File: config.mk
export PLATFORM = sky130hd
export DESIGN_NAME = bram_stream_reader
export DESIGN_NICKNAME = d
export VERILOG_FILES = /design/src/rtl/bram_reader_pkg.sv /design/src/rtl/sync_stream_fifo.sv /design/src/rtl/bram_stream_reader.sv
export SDC_FILE = /design/constraint.sdc
export NUM_CORES = 1
export LEC_CHECK = 0
export ABC_AREA = 1
export ABC_CLOCK_PERIOD_IN_PS = 4040
export CORE_MARGIN = 4
export CORE_UTILIZATION = 40
export CTS_BUF_LIST = sky130_fd_sc_hd__clkbuf_4 sky130_fd_sc_hd__clkbuf_8
export DETAILED_ROUTE_END_ITERATION = 10
export DONT_BUFFER_PORTS = 1
export SYNTH_ARGS = -nofsm -noshare
export SYNTH_HDL_FRONTEND = slang
export SYNTH_SLANG_ARGS = --single-unit
File: constraint.sdc
create_clock -name clk -period 4.04 [get_ports clk]
set_clock_uncertainty 0.05 [all_clocks]
set_input_delay 0.404 -clock clk [delete_from_list [all_inputs] [get_ports clk]]
set_output_delay 0.404 -clock clk [all_outputs]
set_load 0.02 [all_outputs]
File: src/rtl/bram_reader_pkg.sv
// Shared types and constants for the BRAM stream reader and its BRAM wrapper instance.
package bram_reader_pkg;

  localparam int BRAM_READ_LATENCY = 5;

  typedef enum logic [1:0] {
    IDLE  = 2'd0,
    ISSUE = 2'd1,
    DRAIN = 2'd2
  } reader_state_t;

endpackage

File: src/rtl/sync_stream_fifo.sv
// Single-clock show-ahead FIFO with occupancy count; output reads as zero when empty.
module sync_stream_fifo #(
  parameter int WIDTH = 65,
  parameter int DEPTH = 8,
  localparam int PTR_W = (DEPTH > 1) ? $clog2(DEPTH) : 1,
  localparam int CNT_W = $clog2(DEPTH + 1)
) (
  input  logic             clk,
  input  logic             rst,
  input  logic             wr_en,
  input  logic [WIDTH-1:0] wr_data,
  input  logic             rd_en,
  output logic [WIDTH-1:0] rd_data,
  output logic             rd_valid,
  output logic [CNT_W-1:0] count
);

  logic [WIDTH-1:0] mem_q [DEPTH];
  logic [PTR_W-1:0] wr_ptr_q, wr_ptr_d, rd_ptr_q, rd_ptr_d;
  logic [CNT_W-1:0] count_q, count_d;
  logic             push, pop, full;

  // Explicit wrap compare keeps non-power-of-2 depths correct.
  function automatic logic [PTR_W-1:0] ptr_inc(input logic [PTR_W-1:0] p);
    return (p == PTR_W'(DEPTH - 1)) ? '0 : p + 1'b1;
  endfunction

  always_comb begin
    full     = (count_q == CNT_W'(DEPTH));
    pop      = rd_en && (count_q != '0);
    push     = wr_en && (!full || pop);
    wr_ptr_d = push ? ptr_inc(wr_ptr_q) : wr_ptr_q;
    rd_ptr_d = pop ? ptr_inc(rd_ptr_q) : rd_ptr_q;
    count_d  = count_q;
    if (push && !pop) begin
      count_d = count_q + 1'b1;
    end else if (pop && !push) begin
      count_d = count_q - 1'b1;
    end
  end

  always_ff @(posedge clk) begin
    if (rst) begin
      wr_ptr_q <= '0;
      rd_ptr_q <= '0;
      count_q  <= '0;
    end else begin
      wr_ptr_q <= wr_ptr_d;
      rd_ptr_q <= rd_ptr_d;
      count_q  <= count_d;
    end
  end

  always_ff @(posedge clk) begin
    if (push) begin
      mem_q[wr_ptr_q] <= wr_data;
    end
  end

  assign rd_valid = (count_q != '0);
  assign rd_data  = rd_valid ? mem_q[rd_ptr_q] : '0;
  assign count    = count_q;

endmodule

File: src/rtl/bram_stream_reader.sv
// Streams a run of BRAM words out as AXI-Stream beats, issuing one pipelined read per cycle
// while credit (free FIFO slots not already claimed by in-flight reads) remains.
module bram_stream_reader
  import bram_reader_pkg::*;
#(
  parameter int DATA_WIDTH   = 64,
  parameter int DATA_DEPTH   = 2048,
  parameter int ADDR_WIDTH   = $clog2(DATA_DEPTH),
  parameter int READ_LATENCY = BRAM_READ_LATENCY,
  parameter int FIFO_DEPTH   = 8,
  parameter int LEN_WIDTH    = 16
) (
  input  logic                  clk,
  input  logic                  rst,
  input  logic                  cmd_valid,
  output logic                  cmd_ready,
  input  logic [ADDR_WIDTH-1:0] cmd_addr,
  input  logic [LEN_WIDTH-1:0]  cmd_len,
  output logic                  bram_en,
  output logic [ADDR_WIDTH-1:0] bram_addr,
  input  logic [DATA_WIDTH-1:0] bram_dout,
  output logic [DATA_WIDTH-1:0] m_axis_tdata,
  output logic                  m_axis_tvalid,
  input  logic                  m_axis_tready,
  output logic                  m_axis_tlast,
  output logic                  busy
);

  localparam int CNT_W = $clog2(FIFO_DEPTH + 1);
  localparam int CRD_W = $clog2(FIFO_DEPTH + READ_LATENCY + 2);

  reader_state_t           state_q, state_d;
  logic [ADDR_WIDTH-1:0]   addr_q, addr_d;
  logic [ADDR_WIDTH-1:0]   bram_addr_q, bram_addr_d;
  logic [LEN_WIDTH-1:0]    rem_q, rem_d;
  logic                    bram_en_q, bram_en_d;
  logic                    bram_last_q, bram_last_d;
  logic [READ_LATENCY-1:0] vld_q, vld_d, lst_q, lst_d;
  logic [CNT_W-1:0]        fifo_count;
  logic [DATA_WIDTH:0]     fifo_rd_data;
  logic                    fifo_rd_valid;
  logic                    pop;
  logic                    credit_ok;
  logic [CRD_W-1:0]        used;

  function automatic logic [ADDR_WIDTH-1:0] addr_inc(input logic [ADDR_WIDTH-1:0] a);
    return (a == ADDR_WIDTH'(DATA_DEPTH - 1)) ? '0 : a + 1'b1;
  endfunction

  function automatic logic [CRD_W-1:0] popcount(input logic [READ_LATENCY-1:0] v);
    logic [CRD_W-1:0] acc;
    acc = '0;
    for (int i = 0; i < READ_LATENCY; i++) begin
      acc = acc + CRD_W'(v[i]);
    end
    return acc;
  endfunction

  always_comb begin
    // The read currently on bram_en is not yet in the valid pipe, so it is counted separately.
    used        = CRD_W'(fifo_count) + popcount(vld_q) + CRD_W'(bram_en_q);
    credit_ok   = (used < CRD_W'(FIFO_DEPTH));
    pop         = fifo_rd_valid && m_axis_tready;
    state_d     = state_q;
    addr_d      = addr_q;
    rem_d       = rem_q;
    bram_en_d   = 1'b0;
    bram_last_d = 1'b0;
    bram_addr_d = bram_addr_q;
    case (state_q)
      IDLE: begin
        // Pipe and FIFO are empty here, so the first read needs no credit check.
        if (cmd_valid && (cmd_len != '0)) begin
          bram_en_d   = 1'b1;
          bram_addr_d = cmd_addr;
          addr_d      = addr_inc(cmd_addr);
          rem_d       = cmd_len - 1'b1;
          bram_last_d = (cmd_len == LEN_WIDTH'(1));
          state_d     = bram_last_d ? DRAIN : ISSUE;
        end
      end
      ISSUE: begin
        if (credit_ok) begin
          bram_en_d   = 1'b1;
          bram_addr_d = addr_q;
          addr_d      = addr_inc(addr_q);
          rem_d       = rem_q - 1'b1;
          bram_last_d = (rem_q == LEN_WIDTH'(1));
          if (bram_last_d) begin
            state_d = DRAIN;
          end
        end
      end
      DRAIN: begin
        if (pop && fifo_rd_data[0]) begin
          state_d = IDLE;
        end
      end
      default: state_d = IDLE;
    endcase
    vld_d[0] = bram_en_q;
    lst_d[0] = bram_last_q;
    for (int i = 1; i < READ_LATENCY; i++) begin
      vld_d[i] = vld_q[i-1];
      lst_d[i] = lst_q[i-1];
    end
  end

  always_ff @(posedge clk) begin
    if (rst) begin
      state_q     <= IDLE;
      addr_q      <= '0;
      rem_q       <= '0;
      bram_en_q   <= 1'b0;
      bram_last_q <= 1'b0;
      bram_addr_q <= '0;
      vld_q       <= '0;
      lst_q       <= '0;
    end else begin
      state_q     <= state_d;
      addr_q      <= addr_d;
      rem_q       <= rem_d;
      bram_en_q   <= bram_en_d;
      bram_last_q <= bram_last_d;
      bram_addr_q <= bram_addr_d;
      vld_q       <= vld_d;
      lst_q       <= lst_d;
    end
  end

  sync_stream_fifo #(
    .WIDTH (DATA_WIDTH + 1),
    .DEPTH (FIFO_DEPTH)
  ) u_fifo (
    .clk      (clk),
    .rst      (rst),
    .wr_en    (vld_q[READ_LATENCY-1]),
    .wr_data  ({bram_dout, lst_q[READ_LATENCY-1]}),
    .rd_en    (m_axis_tready),
    .rd_data  (fifo_rd_data),
    .rd_valid (fifo_rd_valid),
    .count    (fifo_count)
  );

  assign cmd_ready     = (state_q == IDLE);
  assign busy          = (state_q != IDLE);
  assign bram_en       = bram_en_q;
  assign bram_addr     = bram_addr_q;
  assign m_axis_tvalid = fifo_rd_valid;
  assign m_axis_tdata  = fifo_rd_data[DATA_WIDTH:1];
  assign m_axis_tlast  = fifo_rd_data[0];

endmodule
==> results of run 1 <==
[layout by cell type (no fill, tap or decap), types with 3 or more instances in the layout]
master and count:
clkbuf_4 36, nand2_1 214, dlygate4sd3_1 87, edfxtp_1 520
nand3_1 46, buf_12 13, o21ai_0 352, nand2_2 14
clkinv_2 11, buf_4 22, inv_1 84, nor3_1 4
nor2_4 10, o21ai_1 19, xnor2_1 12, diode_2 4
clkinv_8 3, clkbuf_8 101, bufinv_16 3, clkinv_1 20
o22ai_1 65, nand4_1 9, dfxtp_1 63, fa_1 3
inv_2 3, xor2_1 8, a21oi_1 14, ha_1 17
a31oi_1 64, nor2_1 490
[critical path, stage by stage, from the launching register on]
cell and delay, ps:
dfxtp_4 660, buf_12 480, o21ai_0 170, o22ai_1 230, o21ai_1 80, a31oi_1 680
[worst max-delay path by stage]
| stage | start | end | cells after the start |
|---|---|---|---|
| finish | flop | m_axis_tdata[35] | 5 |
| global route | flop | m_axis_tdata[1] | 6 |
| CTS | flop | m_axis_tdata[55] | 6 |
| detailed placement | bram_en$_SDFF_PP0_ | rem_q[1]$_SDFFE_PP0P_ | 16 |
| global placement | bram_en$_SDFF_PP0_ | rem_q[1]$_SDFFE_PP0P_ | 16 |
| floorplan | u_fifo.count[1]$_SDFFE_PP0P_ | u_fifo.mem_q[1][0]$_DFFE_PP_ | 8 |
[where the power goes]
| part | internal (mW) | total (mW) | switching (mW) |
|---|---|---|---|
| logic | 1.47 | 5.59 | 4.12 |
| registers | 6.69 | 6.87 | 0.179 |
| clock network | 2.87 | 5.23 | 2.36 |
| total | 11.0 | 17.7 | 6.66 |
[state kept, by name (all words and copies together) (netlist names), 3 cells and up, named ones only]
| signal | cells |
|---|---|
| lst_q | 5 |
| addr_q | 11 |
| u_fifo.count | 4 |
| bram_addr | 11 |
| u_fifo.rd_ptr_q | 3 |
| u_fifo.mem_q | 520 |
| vld_q | 5 |
| rem_q | 16 |
| u_fifo.wr_ptr_q | 3 |
[layer usage]
metal	global-route usage, %	wire [um]	up-vias
met4	5.08	1280	10
met2	30.2	28800	488
met3	5.21	4460	114
met1	23.6	25400	7907
met5	0	61	-
li1	-	-	7835
[synth_stat cells, types with 12 or more instances]
cell	number	area share, %
o22ai_1	65	1.7
nand2_2	13	0.33
buf_2	21	0.43
edfxtp_1	520	64
xnor2_1	12	0.43
o21ai_0	352	7.3
a31oi_1	64	1.6
nor2_1	498	7.7
o21ai_1	19	0.39
a21oi_1	14	0.29
ha_1	17	0.88
nand3_1	46	0.95
clkbuf_1	69	1.1
dfxtp_1	65	5.4
buf_4	17	0.53
nand2_1	215	3.3
inv_1	85	1.3
[per-stage QoR]
| step | std cells | total power, mW | worst slack, ps | area, um2 |
|---|---|---|---|---|
| global route | 3119 | 18.8 | 348 | 28000 |
| finish | 3120 | 17.7 | 557 | 28000 |
| CTS | 3116 | 17.9 | 501 | 28000 |
| floorplan | 2154 | 11.0 | -134 | 24300 |
| detailed placement | 2850 | 12.5 | 808 | 25200 |
| global placement | 2850 | 12.5 | 804 | 25200 |
[layout make-up]
class                           instances  area, um2
Antenna cell                            4       10.0
Clock buffer                          137       1660
Clock inverter                         42        325
Fill cell                            5361      32200
Inverter                               90        348
Multi-Input combinational cell       1358       6490
Sequential cell                       585      16900
Tap cell                              782        978
Timing Repair Buffer                  122       1300
[kinds of logic after synthesis]
| family | count (synthesis) |
|---|---|
| adders and majority gates | 20 |
| buffers and inverters | 211 |
| DFF | 585 |
| and+or+nand+nor | 799 |
| AOI/OAI and AO/OA | 519 |
| xor gates and xnor gates | 20 |
[repair_timing]
action	in CTS	in global routing
endpoints found under the setup margin	0	0
endpoints found under the hold margin	563	0
hold buffers	87	0
==> impl_metrics.ini, run 1 <==
[run_status]
outcome = finished clean

[yosys]
synth_cells = 2154
synth_fa_ha_area_share_pct = 1.12
synth_xor_area_share_pct = 0.722
synth_top_family_by_area = simple AND/OR/NAND/NOR gates
ys.flop_type = edfxtp_1
synth_mux_area_share_pct = 0
netlist_area_mm2 = 0.0243
synth-compound-area-share_pct = 11.4
ys_types = 40
synth-simple-area-share_pct = 13.2
ys_ff_latch = 585
async_reset_ff_share_pct = 0
synth_edf_count = 520
syn_area_per_cell_um2 = 11.3
yosys_warnings = 0
syn_nets = 2269
ys_seq_area_share_pct = 69.7

[global_routing]
gr-total-overflow = 0
grtUsageTotal_pct = 18.2
grt_pass1_vias = 16000
grt_start_max_net_pins = 181
grt_pass1_wl_mm = 91.6
antenna_found_initial = 10

[floorplan]
rows = 90
die_x_um = 254
io-pin-count = 175
start_util_pct = 40.3
core_area_mm2 = 0.0602
dieHeight_um = 254
dieArea_mm2 = 0.0647

[timing]
rsz0062_at_grt = no
max_freq_ghz = 0.287
worst_pin_slew_ps = 966
min_period_ps = 3480
relSlewSlack_pct = 35.4
hold_slack_ps = 63.6
setup_viol = 0
timing.final.crit_share_pct = 86.2
setup_tns_ps = 0
maxSlewViolCount = 0
hold_viol = 0

[critical_path]
crit_type = flop to output pin
rr_endpoint = rem_q[1]$_SDFFE_PP0P_
crit_required_ps = 3590
worstSetupEndpointType = output pin
reg2reg_depth = 16
r2r_setup_slack_ps = 840
start_kind = flop
worst-endpoint-arrival_ps = 3030
regToRegStartpoint = bram_en$_SDFF_PP0_
crit_path_max_fanout = 95

[hold_path]
min_from = cmd_len[6]
hold_path_depth = 5
hold_class = primary input to flop
worst_hold_path.endpoint = rem_q[6]$_SDFFE_PP0P_

[placement]
gp_congestion = 0.849
io_buffer_count = 0
place.detailed.hpwl_mm = 32.3

[routing]
wl_per_cell_um = 19.2
vias_per_cell = 5.24
drt_iter0_markers = 1204
vias = 16400
drt_wl_total_mm = 60.0
drt_first_pass_iters = 5
antenna_left = 0
route.detailed.drc = 0

[power_and_ir_drop]
p_leak_nw = 9.76
power_density_mw_per_mm2 = 631
ir_drop_mv = 0.337

[cells_and_area]
fin_nets = 2370
finalCoreUtilization_pct = 46.5
drive_gt1_share_pct = 9.98
area_delta_synth_final_pct = 15.5

[cts]
cts_tree = built
clock_path_buffers = 3
cts.sinks = 585
cts_made_buffers = 98
postCtsSetupRepairBufs = 0
htree_levels = 3
cts_resized = 0
clk_pin_slew_ps = 50
cts-root-buf = clkbuf_8
worstSkewPairLatency_ps = 670

[job]
cap_violations = 0
(Power assumes the default switching activity.)
==> run 2: changes to the inputs <==
--- a/config.mk
+++ b/config.mk
@@ -12,6 +12,8 @@
 export CTS_BUF_LIST = sky130_fd_sc_hd__clkbuf_4 sky130_fd_sc_hd__clkbuf_8
 export DETAILED_ROUTE_END_ITERATION = 10
 export DONT_BUFFER_PORTS = 1
+export RECOVER_POWER = 100
 export SYNTH_ARGS = -nofsm -noshare
 export SYNTH_HDL_FRONTEND = slang
 export SYNTH_SLANG_ARGS = --single-unit
+export TNS_END_PERCENT = 5
==> run 2 against run 1 <==
The flow now finishes with violations (max-capacitance violations, max-slew violations). Worst hold slack lost 14 ps. Worst setup slack lost 160 ps. Critical endpoint is now rem_q[6]$_SDFFE_PP0P_. Final cell count grew 0.13%. Clock power shrank 2%.
==> impl_metrics.ini, run 2 (synthesis results as in run 1) <==
[run_status]
outcome = complete, but fails checks
violations = max-capacitance violations, max-slew violations

[placement]
io_buffer_count = 0
gp_congestion = 0.829
place.detailed.hpwl_mm = 32.3

[global_routing]
grt_use_met3_pct = 5.03
grt_pass1_wl_mm = 92.6
grt_pass1_vias = 16300
gr-total-overflow = 0
gr-max-usage-layer = met2
antenna_found_initial = 10
grtUsageTotal_pct = 18.3
use_met1_pct = 23.8
use_met2_pct = 30.0
grt_start_max_net_pins = 97

[timing]
hold_viol = 0
setup_viol = 0
maxSlewViolCount = 230
hold_slack_ps = 50.0
rsz0062_at_grt = no
relSlewSlack_pct = -43.7
timing.final.crit_share_pct = 90.2
max_freq_ghz = 0.274
min_period_ps = 3640
worst_pin_slew_ps = 2160

[critical_path]
r2r_setup_slack_ps = 400
worstSetupEndpointType = flop
crit_type = flop to flop
start_kind = flop
worst-endpoint-arrival_ps = 4170
crit_path_max_fanout = 19
crit_required_ps = 4570

[routing]
wl_per_cell_um = 19.4
drt_wl_total_mm = 60.6
vias = 16400
drt_iter0_markers = 1203
antenna_left = 0
drt_first_pass_iters = 5
vias_per_cell = 5.26
route.detailed.drc = 0

[cts]
cts_resized = 0
cts-root-buf = clkbuf_8
htree_levels = 3
clk_pin_slew_ps = 60
clock_path_buffers = 3
cts_made_buffers = 96
postCtsSetupRepairBufs = 0
worstSkewPairLatency_ps = 690
cts.sinks = 585
cts_tree = built

[cells_and_area]
area_delta_synth_final_pct = 14.8
finalCoreUtilization_pct = 46.3
regMostFlops = u_fifo.mem_q
final_common_cell = edfxtp_1
top_regs = u_fifo.mem_q (520), rem_q (16)
drive_gt1_share_pct = 8.95
layout_common_cells = edfxtp_1 (520), nor2_1 (496), o21ai_0 (365)
multi_input_area_mm2 = 0.00643
largest_reg_flops = 520
fin_nets = 2372
num-fill-cells = 5414
regArea_mm2 = 0.0169

[power_and_ir_drop]
p_total_mw = 17.6
ir_drop_mv = 0.383
p_leak_nw = 9.69
power_density_mw_per_mm2 = 632

[floorplan]
core_area_mm2 = 0.0602
dieArea_mm2 = 0.0647
dieHeight_um = 254
rows = 90
io-pin-count = 175
die_x_um = 254
start_util_pct = 40.3

[hold_path]
hold_class = primary input to flop

[job]
cap_violations = 6
==> run 2: cell types whose count changed in the layout (fill, tap and decap cells not counted), sizes merged <==
cell	previous run	this run
inv	92	95
diode	4	7
buf	35	25
clkbuf	137	144
clkinvlp	2	1
bufinv	3	2
dlygate4sd3	87	89
clkinv	35	36
==> run 2: repair_timing <==
action / CTS / global route
setup endpoints to repair: 0 / 0
endpoints found under the hold margin: 565 / 0
hold buffers: 89 / 0
==> run 2: routing by layer <==
layer	vias to the layer above	routed length (um)
met5	-	44
met4	6	1480
met3	119	4630
met2	485	28800
met1	7987	25700
li1	7840	-
==> run 2: where the power goes <==
group,internal [mW],switching [mW]
registers,6.69,0.241
clock network,2.78,2.35
logic,1.45,4.11
==> run 2: critical path, stage by stage, from the launching register on <==
cell and delay (ps):
dfxtp_1 420, fa_1 580, inv_1 50, fa_1 470, inv_1 40, ha_1 260
nand2_1 60, nand2_1 50, nand2_1 60, nand2_1 50, nand2_1 70, nand3_1 190
nand2_8 240, inv_1 180, nand2_1 100, a21oi_1 60, dlygate4sd3_1 600
==> run 2: final timing paths <==
path | startpoint | to | depth (start not counted)
hold / removal | cmd_len[15] | rem_q[15]$_SDFFE_PP0P_ | 4
setup reg to reg | bram_en$_SDFF_PP0_ | rem_q[6]$_SDFFE_PP0P_ | 16
hold reg to reg | lst_q[1]$_SDFF_PP0_ | lst_q[2]$_SDFF_PP0_ | 2
setup / recovery | bram_en$_SDFF_PP0_ | rem_q[6]$_SDFFE_PP0P_ | 16
==> run 2: final cells by class <==
class | count | area share (%)
Inverter | 90 | 1.25
Clock inverter | 44 | 1.05
Timing Repair Buffer | 126 | 4.44
Multi-Input combinational cell | 1358 | 23.1
Antenna cell | 7 | 0.0629
Clock buffer | 132 | 5.87
Tap cell | 782 | 3.51
Sequential cell | 585 | 60.7
==> run 2: per-stage QoR <==
stage | cells | TNS [ps] | setup slack, ps | instance area (um2)
detailed placement | 2852 | 0 | 787 | 25200
global route | 3122 | 0 | 164 | 27900
global placement | 2852 | 0 | 800 | 25200
floorplan | 2154 | -65560 | -134 | 24300
CTS | 3117 | 0 | 394 | 28000
finish | 3124 | 0 | 396 | 27900
